$ cat config.mk
export PLATFORM = sky130hd
export DESIGN_NAME = sonar_ping_sequencer
export DESIGN_NICKNAME = d
export VERILOG_FILES = /design/src/rtl/sonar_ping_sequencer.sv
export SDC_FILE = /design/constraint.sdc
export NUM_CORES = 1
export LEC_CHECK = 0
export BUFFER_PORTS_ARGS = -buffer_cell sky130_fd_sc_hd__buf_2
export CORE_MARGIN = 4
export CORE_UTILIZATION = 54
export DETAILED_ROUTE_END_ITERATION = 8
export PLACE_DENSITY_LB_ADDON = 0.12
export SLEW_MARGIN = 10
export SYNTH_ARGS = -nofsm -noshare
export SYNTH_HDL_FRONTEND = slang
export SYNTH_SLANG_ARGS = --single-unit
$ cat constraint.sdc
create_clock -name ACLK -period 5 [get_ports ACLK]
set_clock_uncertainty 0.05 [all_clocks]
set_input_delay 0.25 -clock ACLK [delete_from_list [all_inputs] [get_ports ACLK]]
set_output_delay 0.25 -clock ACLK [all_outputs]
set_load 0.005 [all_outputs]
$ cat src/rtl/sonar_ping_sequencer.sv
// Sonar ping sequencer: TX stream -> DAC, guard blank, ADC -> RX stream.
// Define SONAR_SEQ_TIMESTAMP_EN to prefix each RX burst with a header beat.
module sonar_ping_sequencer #(
  parameter int DATA_WIDTH = 32,
  parameter int LEN_WIDTH  = 16,
  parameter int PER_WIDTH  = 32
) (
  input  logic                  ACLK,
  input  logic                  ARESET,
  input  logic                  start,
  input  logic                  cont_en,
  input  logic                  sample_tick,
  input  logic [LEN_WIDTH-1:0]  cfg_tx_len,
  input  logic [LEN_WIDTH-1:0]  cfg_guard_len,
  input  logic [LEN_WIDTH-1:0]  cfg_rx_len,
  input  logic [PER_WIDTH-1:0]  cfg_period,
  input  logic                  S_AXIS_TVALID,
  input  logic [DATA_WIDTH-1:0] S_AXIS_TDATA,
  output logic                  S_AXIS_TREADY,
  output logic [DATA_WIDTH-1:0] dac_data,
  output logic                  dac_en,
  input  logic [DATA_WIDTH-1:0] adc_data,
  output logic                  M_AXIS_TVALID,
  output logic [DATA_WIDTH-1:0] M_AXIS_TDATA,
  input  logic                  M_AXIS_TREADY,
  output logic                  busy,
  output logic [15:0]           ping_cnt,
  output logic                  err_underrun,
  output logic                  err_overflow,
  input  logic                  err_clr
);

`ifdef SONAR_SEQ_TIMESTAMP_EN
  localparam bit HDR_EN = 1'b1;
`else
  localparam bit HDR_EN = 1'b0;
`endif

  localparam logic [2:0] S_IDLE  = 3'd0;
  localparam logic [2:0] S_TX    = 3'd1;
  localparam logic [2:0] S_GUARD = 3'd2;
  localparam logic [2:0] S_RX    = 3'd3;
  localparam logic [2:0] S_WAIT  = 3'd4;

  logic [2:0]            state;
  logic [LEN_WIDTH-1:0]  tx_len_q;
  logic [LEN_WIDTH-1:0]  guard_len_q;
  logic [LEN_WIDTH-1:0]  rx_len_q;
  logic [PER_WIDTH-1:0]  period_q;
  logic [LEN_WIDTH-1:0]  phase_cnt;
  logic [PER_WIDTH-1:0]  per_cnt;
  logic [DATA_WIDTH-1:0] dac_q;
  logic [DATA_WIDTH-1:0] m_data_q;
  logic                  m_valid_q;
  logic [15:0]           ping_q;
  logic                  und_q;
  logic                  ovf_q;

  logic                  st_idle;
  logic                  st_tx;
  logic                  st_guard;
  logic                  st_rx;
  logic                  st_wait;
  logic [LEN_WIDTH-1:0]  cur_len;
  logic                  phase_done;
  logic                  tick_take;
  logic                  tx_beat;
  logic                  m_accept;
  logic                  rx_tick;
  logic                  rx_drop;
  logic                  rx_exit;
  logic                  per_done;
  logic                  arm;
  logic [DATA_WIDTH-1:0] hdr_word;

  assign st_idle  = (state == S_IDLE);
  assign st_tx    = (state == S_TX);
  assign st_guard = (state == S_GUARD);
  assign st_rx    = (state == S_RX);
  assign st_wait  = (state == S_WAIT);

  always_comb begin
    cur_len = '0;
    unique case (1'b1)
      st_tx:    cur_len = tx_len_q;
      st_guard: cur_len = guard_len_q;
      st_rx:    cur_len = rx_len_q;
      default:  cur_len = '0;
    endcase
  end

  assign phase_done = (phase_cnt == cur_len);
  assign tick_take  = st_tx & sample_tick & ~phase_done;
  assign tx_beat    = tick_take & S_AXIS_TVALID;
  assign m_accept   = m_valid_q & M_AXIS_TREADY;
  assign rx_tick    = st_rx & sample_tick & ~phase_done;
  // A beat that is being accepted this cycle frees the slot for a new sample.
  assign rx_drop    = rx_tick & m_valid_q & ~M_AXIS_TREADY;
  assign rx_exit    = st_rx & phase_done &
                      (~m_valid_q | M_AXIS_TREADY);
  assign per_done   = ({1'b0, per_cnt} + (PER_WIDTH+1)'(1))
                      >= {1'b0, period_q};
  assign arm        = (st_idle & start) |
                      (st_wait & cont_en & per_done);
  assign hdr_word   = DATA_WIDTH'({16'hA5A5, ping_q});

  always_ff @(posedge ACLK) begin
    if (ARESET) begin
      state       <= S_IDLE;
      tx_len_q    <= '0;
      guard_len_q <= '0;
      rx_len_q    <= '0;
      period_q    <= '0;
      phase_cnt   <= '0;
      per_cnt     <= '0;
      dac_q       <= '0;
      m_data_q    <= '0;
      m_valid_q   <= 1'b0;
      ping_q      <= '0;
      und_q       <= 1'b0;
      ovf_q       <= 1'b0;
    end else begin
      // Saturate so an overlong ping still sees per_done.
      if (per_cnt != '1)
        per_cnt <= per_cnt + PER_WIDTH'(1);
      if (m_accept)
        m_valid_q <= 1'b0;
      if (err_clr) begin
        und_q <= 1'b0;
        ovf_q <= 1'b0;
      end else begin
        if (tick_take & ~S_AXIS_TVALID)
          und_q <= 1'b1;
        if (rx_drop)
          ovf_q <= 1'b1;
      end
      if (arm) begin
        tx_len_q    <= cfg_tx_len;
        guard_len_q <= cfg_guard_len;
        rx_len_q    <= cfg_rx_len;
        period_q    <= cfg_period;
        phase_cnt   <= '0;
        per_cnt     <= '0;
        state       <= S_TX;
      end else begin
        unique case (1'b1)
          st_tx: begin
            if (phase_done) begin
              state     <= S_GUARD;
              phase_cnt <= '0;
              dac_q     <= '0;
            end else if (tick_take) begin
              phase_cnt <= phase_cnt + LEN_WIDTH'(1);
              dac_q     <= S_AXIS_TVALID ? S_AXIS_TDATA : '0;
            end
          end
          st_guard: begin
            if (phase_done) begin
              state     <= S_RX;
              phase_cnt <= '0;
              if (HDR_EN) begin
                m_valid_q <= 1'b1;
                m_data_q  <= hdr_word;
              end
            end else if (sample_tick) begin
              phase_cnt <= phase_cnt + LEN_WIDTH'(1);
            end
          end
          st_rx: begin
            if (rx_exit) begin
              state  <= S_WAIT;
              ping_q <= ping_q + 16'd1;
            end else if (rx_tick) begin
              phase_cnt <= phase_cnt + LEN_WIDTH'(1);
              if (!rx_drop) begin
                m_valid_q <= 1'b1;
                m_data_q  <= adc_data;
              end
            end
          end
          st_wait: begin
            if (!cont_en)
              state <= S_IDLE;
          end
          default: begin
            if (!st_idle)
              state <= S_IDLE;
          end
        endcase
      end
    end
  end

  assign S_AXIS_TREADY = tx_beat & ~ARESET;
  assign dac_data      = dac_q;
  assign dac_en        = st_tx;
  assign M_AXIS_TVALID = m_valid_q;
  assign M_AXIS_TDATA  = m_data_q;
  assign busy          = ~st_idle;
  assign ping_cnt      = ping_q;
  assign err_underrun  = und_q;
  assign err_overflow  = ovf_q;

endmodule

# Word-level counts from Yosys, hierarchy flattened
# Index checks and enable logic that the tools add are counted.
# totals
input_bits	152
elab_cells	100
register_bits	214
out_inout_bits	86
# classes
magnitude_cmp	1
addsub	4
bitwise	26
reduce_logical	11
n_eq_ne	20
n_mux	24
# ops
cell	count
$mux 16	6
$mux 32	3
$pmux 16 s3	2
$add 32x1->33 const B	1
$ge 33x32->1	1
$add 16x1->16 const B	2
$add 32x1->32 const B	1
$ne 32x32->1 const B	1
$reduce_and 5->1	4
$eq 16x16->1	1
$and 1x1->1	15
$mux 3	5
$ne 3x1->1 const B	4
$pmux 3 s4	1
$not 1->1	9
$ne 2x1->1 const B	4
$mux 1	7
$eq 3x2->1 const B	2
$ne 3x2->1 const B	2
$ne 6x1->1 const B	1
$reduce_and 3->1	2
$ne 5x1->1 const B	1
$ne 2x2->1 const B	2
$reduce_or 2->1	2
other kinds (6)	7

# Depth between registers and ports, before layout
# Gate-level depths: netlist (run 1).
# depth
word_depth	12
depth_mapped	19
depth_no_buf	17

# Worst setup path before layout (run 1)
# No wires, ideal clock.
# synth_timing
path_type	flip-flop to flip-flop
startpoint	reg per_cnt[0]
endpoint	reg guard_len_q[15]
synth_period_minus_slack_ns	4.153
stages_incl_launch_ff	19
setup_slack_ns	0.847
t_arrival_ns	3.975
path_cell_list	dfxtp_1 -> ha_1 -> inv_1 -> or4_1 -> buf_2 -> or3_1 -> nor2_1 -> xnor2_1 -> inv_1 -> ha_1 -> nand4_1 -> nor4_1 -> a21boi_0 -> a41o_1 -> a2111oi_4 -> buf_12 -> buf_12 -> mux2i_1 -> nor2_1
# synth_between
elab_chain_cells	4
# synth_rtl
element	line	source
from (decl)	51	logic [PER_WIDTH-1:0] per_cnt;
from (signal assigned)	125	per_cnt <= per_cnt + PER_WIDTH'(1);
$add 32x1->33	101	assign per_done = ({1'b0, per_cnt} + (PER_WIDTH+1)'(1))
$ge 33x32->1	102	>= {1'b0, period_q};
$and 1x1->1	104	(st_wait & cont_en & per_done);
$or 1x1->1	103	assign arm = (st_idle & start) |
to (signal assigned)	139	guard_len_q <= cfg_guard_len;
to (decl)	47	logic [LEN_WIDTH-1:0] guard_len_q;
# Every way passes these cells.
# A chain may end at the register's enable or synchronous reset.

# Worst setup path after layout (run 1)
# layout_timing
startpoint	reg per_cnt[0]
endpoint	reg tx_len_q[12]
# layout_between
elab_chain_cells	4
# layout_rtl
element	line	source
$add 32x1->33	101	
$ge 33x32->1	102	
$and 1x1->1	104	
$or 1x1->1	103	
to (signal assigned)	138	tx_len_q <= cfg_tx_len;
to (decl)	46	logic [LEN_WIDTH-1:0] tx_len_q;
# Every way passes these cells.

==> results of run 1 <==
-- tightest hold or removal path, cell delays in order --
cell and delay (ns):
buf_2 0.07, inv_1 0.06, a31oi_1 0.14, nor3_1 0.05
-- layout by cell type, fill, tap and decap left out, types with 8 or more instances in the layout --
cell type / netlist / final
nand3_1: 30 / 30
clkbuf_16: 0 / 23
nor2b_1: 11 / 11
nor2_1: 160 / 159
inv_1: 90 / 90
ha_1: 35 / 35
nand4_1: 15 / 15
xnor2_1: 20 / 20
a21o_1: 8 / 8
dfxtp_1: 214 / 214
mux2i_1: 126 / 126
o21ai_0: 10 / 10
buf_2: 14 / 236
nand2_1: 46 / 46
and3_1: 9 / 9
a22o_1: 33 / 33
xor2_1: 23 / 23
buf_4: 1 / 13
o31ai_1: 11 / 11
or4_1: 12 / 12
a21oi_1: 63 / 63
dlygate4sd3_1: 0 / 146
nor3_1: 24 / 23
-- cell type report --
class | instances | area, µm² | area share, %
flip-flops and latches | 214 | 4280 | 31.6
inverters | 90 | 338 | 2.49
repair buffers | 397 | 2780 | 20.5
diodes | 1 | 2.50 | 0.0185
clock inverters | 8 | 56.3 | 0.416
clock buffers | 33 | 663 | 4.89
multi-input cells | 737 | 5140 | 37.9
well taps | 229 | 287 | 2.11
-- cells by family (layout without fill, tap and decap cells) --
family                     Yosys count  in the layout  share of synthesized area [%]
and+or+nand+nor                    347            347                           16.4
other                                0              1                              0
adders and majority gates           35             35                           4.32
AOI/OAI and AO/OA                  180            180                           12.7
buffers and inverters              156            528                           7.50
muxes                              132            132                           13.1
xor gates and xnor gates            43             43                           3.71
DFF                                214            214                           42.2
-- power breakdown --
group          total (mW)  switching [mW]  internal, mW  leakage (nW)
sequential           1.91          0.0971          1.82          1.73
clock                1.63           0.704         0.925         0.350
combinational        1.08           0.583         0.495          3.81
total                4.62            1.38          3.24          5.89
-- sequential cells by signal (all words and copies together), names as in the netlist --
name and cells:
period_q 32, rx_len_q 16, M_AXIS_TVALID 1, ping_cnt 16, phase_cnt 16, state 3, tx_len_q 16, guard_len_q 16
err_underrun 1, per_cnt 32, M_AXIS_TDATA 32, dac_data 32, err_overflow 1
-- worst max-delay path by stage --
stage,to,depth (start not counted)
after floorplan,guard_len_q[15]$_SDFFE_PP0P_,18
after global placement,rx_len_q[3]$_SDFFE_PP0P_,17
after detailed placement,rx_len_q[4]$_SDFFE_PP0P_,17
after CTS,rx_len_q[4]$_SDFFE_PP0P_,17
after global routing,tx_len_q[5]$_SDFFE_PP0P_,17
final,tx_len_q[12]$_SDFFE_PP0P_,17
-- repair_timing --
item,CTS,global route
setup buffers,0,0
hold buffers,146,0
endpoints found under the hold margin,147,0
-- routing by layer --
layer / part of all wire, % / GRT usage, %
met2: 47 / 43.9
met3: 8.1 / 7.89
met4: 2.6 / 7.46
met5: 0.046 / 0
met1: 42 / 33.1
==> results.json, run 1 <==
{
  "synth_sequential_area_ratio_pct": 42.2,
  "cts_made_buffers": 23,
  "post-route-worst-setup-slack_ns": 0.293,
  "crit-reg2reg-launch": "per_cnt[0]$_SDFFE_PP0N_",
  "drt_wl_total_um": 28300,
  "final_antenna_net_count": 0,
  "max_freq_ghz": 0.212,
  "io_pins": 238,
  "drt-pass1-iter-count": 5,
  "finish.instance_area_um2": 13500,
  "cp.buffers_inverters": 4,
  "coreArea_um2": 18200,
  "yosys_warnings": 0,
  "port_buffers": 237,
  "worst_hold_slack_ns": 0.0568,
  "flow.area_growth_from_synthesis_pct": 33.6,
  "post_synth_top_area_cell": "dfxtp_1",
  "drc": 0,
  "finalNetCount": 1650,
  "layout.filler_cells": 1349,
  "drt_iter0_markers": 473,
  "critPathKind": "reg2reg",
  "reg2regPathDepth": 17,
  "ff2ff_setup_slack_ns": 0.29,
  "layout.cells.non_filler": 1709,
  "drv_slew": 0,
  "hold_path_depth": 4,
  "cp_slowest_stage_delay_ns": 0.54,
  "most_common_cell_in_the_synthesized_netlist": "dfxtp_1",
  "post_dp_cell_area_um2": 11400,
  "cts_resized": 0,
  "globalRouteTotalUtil_pct": 26.3,
  "critical_path.cell_chain": "ha_1 -> inv_1 -> or4_1 -> or3_1 -> nor2_1 -> xnor2_1 -> inv_1 -> ha_1 -> nand4_1 -> nor4_1 -> a21boi_0 -> a41o_1 -> a2111oi_4 -> buf_12 -> buf_4 -> mux2i_1 -> nor2_1",
  "starting_density_of_the_core_pct": 55.7,
  "chipWidth_um": 145,
  "grt_first_pass_wirelength_um": 47400,
  "synth_largest_type_area_fraction_pct": 42.2,
  "hold_path.startpoint": "S_AXIS_TVALID",
  "max_slew_margin_pct": 32.8,
  "numClockSinks": 214,
  "largest_buffer_count_on_any_clock_path": 3,
  "core_rows": 49,
  "cts.clk_slew.worst_paths_ns": 0.06,
  "worst-slew-pin-transition_ns": 1.01,
  "gp_congestion": 0.876,
  "ctsHtreeMaxLevel": 1,
  "cts_tree": "done",
  "layout_min_cycle_time_ns": 4.71,
  "syn_area_per_cell_um2": 9.16,
  "grt_max_degree": 79,
  "synth-edff-count": 0,
  "total_power_mw": 4.62,
  "mappedNetlistArea_um2": 10100,
  "setup.worst_path.start": "per_cnt[0]$_SDFFE_PP0N_",
  "worstPathRequired_ns": 5.32,
  "final.period_utilization_pct": 94.1,
  "critical_path.max_fanout": 19,
  "placed_cells_incl_taps": 1521,
  "worstReg2RegEnd": "tx_len_q[12]$_SDFFE_PP0P_",
  "end_point_of_the_most_critical_hold_path": "err_underrun$_SDFFE_PP0P_",
  "clkLatencyLatePin_ns": 0.52,
  "postSynth.topFlopCell": "dfxtp_1",
  "vias": 9231,
  "wl_per_cell_um": 16.6,
  "clock-root-buffer": "clkbuf_16",
  "grt_pass1_vias": 9360,
  "irDropWorstVdd_uv": 316,
  "cap_viol_max_count": 0,
  "arrival_ns": 5.02,
  "post_place_worst_slack_ns": 0.391,
  "dp.final_hpwl_um": 18000,
  "status": "finished, final reports clean",
  "global_route.overflow_total": 0,
  "route.detailed.vias_per_inst": 5.40,
  "grt_antenna_before_repair": 2,
  "final.setup.tns_ns": 0,
  "power.static_leakage_nw": 5.89,
  "ys_ff_latch": 214,
  "ys_top_cells_by_count": "214 x dfxtp_1, 160 x nor2_1, 126 x mux2i_1",
  "die_area_um2": 21000,
  "asyncSetResetFlopFracSynth_pct": 0,
  "synthDistinctLibCells": 66,
  "die_h_um": 145,
  "post_route_cells_drive_above_1_share_pct": 21.1,
  "critPathLaunchType": "flip-flop",
  "report.final.setup_viol": 0,
  "critical_path.slowest_cell": "or4_1",
  "core_util_final_pct": 74.4,
  "cp_top_family": "simple AND/OR/NAND/NOR gates",
  "synth_area_leaders": "dfxtp_1 42%, mux2i_1 12%, nor2_1 5.9%",
  "worst_setup_path_end_kind": "flip-flop",
  "grt_setup_unrepaired": "false",
  "syn_inst": 1107,
  "finalHoldViolCount": 0,
  "power-per-cell-area_nw_per_um2": 341,
  "total_nets_after_synthesis": 1294,
  "min-delay-path-class": "in2reg"
}
(Power assumes the default switching activity.)
==> run 2: changes to the inputs <==
--- a/config.mk
+++ b/config.mk
@@ -5,9 +5,10 @@
 export SDC_FILE = /design/constraint.sdc
 export NUM_CORES = 1
 export LEC_CHECK = 0
+export ABC_AREA = 1
 export BUFFER_PORTS_ARGS = -buffer_cell sky130_fd_sc_hd__buf_2
 export CORE_MARGIN = 4
-export CORE_UTILIZATION = 54
+export CORE_UTILIZATION = 55
 export DETAILED_ROUTE_END_ITERATION = 8
 export PLACE_DENSITY_LB_ADDON = 0.12
 export SLEW_MARGIN = 10
==> results.json, run 2 <==
{
  "status": "finished, final reports clean",
  "worst-slew-pin-transition_ns": 1.23,
  "ff2ff_setup_slack_ns": 0.51,
  "grt_pass1_vias": 11000,
  "drc": 0,
  "reg2regPathDepth": 25,
  "critPathKind": "reg2reg",
  "cp_top_family": "simple AND/OR/NAND/NOR gates",
  "drv_slew": 0,
  "report.final.setup_viol": 0,
  "drt_iter0_markers": 793,
  "crit-reg2reg-launch": "per_cnt[0]$_SDFFE_PP0N_",
  "synth-edff-count": 0,
  "final_cell_mix": "403 x nor2_1, 237 x buf_2, 214 x dfxtp_1",
  "ys_ff_latch": 214,
  "min-delay-path-class": "in2reg",
  "post_route_cells_drive_above_1_share_pct": 17.1,
  "cp_num_cells": 25,
  "final.period_utilization_pct": 89.8,
  "globalRouteMet1Util_pct": 34.6,
  "final_antenna_net_count": 0,
  "critPathLaunchType": "flip-flop",
  "power-per-cell-area_nw_per_um2": 310,
  "layout_commonest_cell": "nor2_1",
  "ys_top_cells_by_count": "403 x nor2_1, 214 x dfxtp_1, 208 x nand2_1",
  "asyncSetResetFlopFracSynth_pct": 0,
  "syn_area_per_cell_um2": 6.92,
  "max_freq_ghz": 0.223,
  "final.setup.tns_ns": 0,
  "worst_setup_path_end_kind": "flip-flop",
  "worstReg2RegEnd": "period_q[25]$_SDFFE_PP0P_",
  "synth_area_leaders": "dfxtp_1 40%, nor2_1 14%, nand2_1 7.3%",
  "setup.worst_path.start": "per_cnt[0]$_SDFFE_PP0N_",
  "postSynth.topFlopCell": "dfxtp_1",
  "irDropWorstVdd_uv": 265,
  "arrival_ns": 4.90,
  "cts_tree": "done",
  "cts_setup_buffers": 0,
  "layout.filler_cells": 1532,
  "drt-pass1-iter-count": 6,
  "wl_per_cell_um": 15.4,
  "die_h_um": 148,
  "layout.cells.non_filler": 2136,
  "cap_viol_max_count": 0,
  "die_area_um2": 21900,
  "global_route.overflow_total": 0,
  "cp.buffers_inverters": 3,
  "max_slew_margin_pct": 17.7,
  "vias": 11400,
  "synth_largest_type_area_fraction_pct": 39.8,
  "globalRouteMet3Util_pct": 4.35,
  "post_synth_top_area_cell": "dfxtp_1",
  "cts_resized": 0,
  "largest_buffer_count_on_any_clock_path": 3,
  "worstSetupEndpoint": "period_q[25]$_SDFFE_PP0P_",
  "route.detailed.vias_per_inst": 5.33,
  "grt_max_degree": 91,
  "drt_wl_total_um": 32800,
  "cp_slowest_stage_delay_ns": 0.49,
  "clkLatencyLatePin_ns": 0.53,
  "clock-root-buffer": "clkbuf_16",
  "yosys_warnings": 0,
  "globalRouteTotalUtil_pct": 28.6,
  "coreArea_um2": 19000,
  "grt_antenna_before_repair": 2,
  "numClockSinks": 214,
  "crit_top_cell": "nand2_1",
  "mappedNetlistArea_um2": 10800,
  "most_common_cell_in_the_synthesized_netlist": "nor2_1",
  "synth_sequential_area_ratio_pct": 39.8,
  "ctsHtreeMaxLevel": 1,
  "synthDistinctLibCells": 41,
  "syn_inst": 1555,
  "port_buffers": 237,
  "placed_cells_incl_taps": 1976,
  "critical_path.slowest_cell": "nand2_2",
  "core_util_final_pct": 73.1,
  "grt_max_usage_layer": "met2",
  "power.static_leakage_nw": 6.55,
  "finalHoldViolCount": 0,
  "worstPathRequired_ns": 5.40,
  "cts_made_buffers": 24,
  "dp.final_hpwl_um": 20300,
  "gp_congestion": 0.899,
  "flow.area_growth_from_synthesis_pct": 28.8,
  "starting_density_of_the_core_pct": 56.7,
  "finish.instance_area_um2": 13900,
  "core_rows": 50,
  "post_dp_cell_area_um2": 11900,
  "layout_min_cycle_time_ns": 4.49,
  "finalNetCount": 2044,
  "groute.layer.met2.usage_pct": 50.8,
  "io_pins": 238,
  "grt_first_pass_wirelength_um": 52700,
  "chipWidth_um": 148,
  "cts.clk_slew.worst_paths_ns": 0.06,
  "grt_setup_unrepaired": "false",
  "total_nets_after_synthesis": 1742,
  "critical_path.max_fanout": 40
}
-- run 2: changes by cell type after synthesis, moves of 36 or more --
cell,previous run,this run
nor2_1,160,403
nand3_1,30,66
inv_1,90,126
nand4_1,15,57
nand2_1,46,208
o21ai_0,10,125
mux2i_1,126,0
-- run 2: layout make-up --
type / instances / area, µm² / area share (%)
repair buffers: 362 / 2410 / 17.4
diodes: 2 / 5.00 / 0.0361
flip-flops and latches: 214 / 4280 / 30.9
clock inverters: 10 / 72.6 / 0.524
inverters: 133 / 500 / 3.61
well taps: 260 / 325 / 2.35
clock buffers: 33 / 684 / 4.94
multi-input cells: 1122 / 5570 / 40.2
-- run 2: worst min path at each step --
stage	start	to	slack, ns	cells past startpoint
final	S_AXIS_TDATA[17]	dac_data[17]$_SDFFE_PP0P_	0.08	5
after global routing	M_AXIS_TREADY	err_overflow$_SDFFE_PP0P_	0.09	4
after CTS	S_AXIS_TDATA[17]	dac_data[17]$_SDFFE_PP0P_	0.06	5
after detailed placement	err_overflow$_SDFFE_PP0P_	err_overflow$_SDFFE_PP0P_	0.38	2
after global placement	err_overflow$_SDFFE_PP0P_	err_overflow$_SDFFE_PP0P_	0.39	2
after floorplan	ARESET	M_AXIS_TVALID$_SDFF_PP0_	0.27	1
-- run 2: what timing repair did --
item / in CTS / in global routing
hold buffers: 115 / 0
endpoints found under the hold margin: 118 / 0
endpoints found under the setup margin: 0 / 0
-- run 2: metrics by stage --
stage | total power [mW] | hold slack (ns) | worst slack, ns
floorplan | 2.35 | 0.269 | 1.74
global placement | 2.54 | 0.385 | 0.933
detailed placement | 2.55 | 0.385 | 0.683
CTS | 4.29 | 0.0597 | 0.591
global route | 4.48 | 0.0854 | 0.0972
finish | 4.29 | 0.0756 | 0.508
-- run 2: worst reg2reg max path, stage by stage (launching register included) --
cell and delay, ns:
dfxtp_1 0.45, ha_1 0.25, nand3_2 0.13, nor2_4 0.16
nand4_4 0.12, nor2_4 0.19, nand3_2 0.15, inv_1 0.10
nand2_1 0.08, nor2_1 0.12, xor2_1 0.22, inv_1 0.07
ha_1 0.29, nand2_1 0.08, nor4_1 0.19, nand3b_1 0.12
nand2_1 0.08, nand2_1 0.05, nand2_1 0.05, nor2_1 0.04
nand2_1 0.13, nand2_1 0.10, nand2_2 0.49, buf_4 0.36
o21ai_0 0.14, nor2_1 0.18
-- run 2: logic make-up (layout without fill, tap and decap cells) --
logic type	count (synthesis)	count (layout)	share of synthesized area, %
simple gates	781	781	31.3
compound gates	267	267	13.1
buf+inv	219	538	8.53
flops	214	214	39.8
xor+xnor	39	39	3.18
fa+ha+maj	35	35	4.07
other cells	0	2	0
-- run 2: report_power, final --
part / total [mW] / leakage (nW) / internal, mW / switching [mW]
combinational: 0.733 / 4.42 / 0.279 / 0.454
clock: 1.68 / 0.379 / 0.962 / 0.719
sequential: 1.87 / 1.75 / 1.81 / 0.0612
-- run 2: per-layer routing --
layer / part of all wire (%) / wire [µm]
met3: 5.9 / 1950
met1: 41 / 13500
met4: 3.7 / 1220
met2: 49 / 16100
met5: 0 / 0
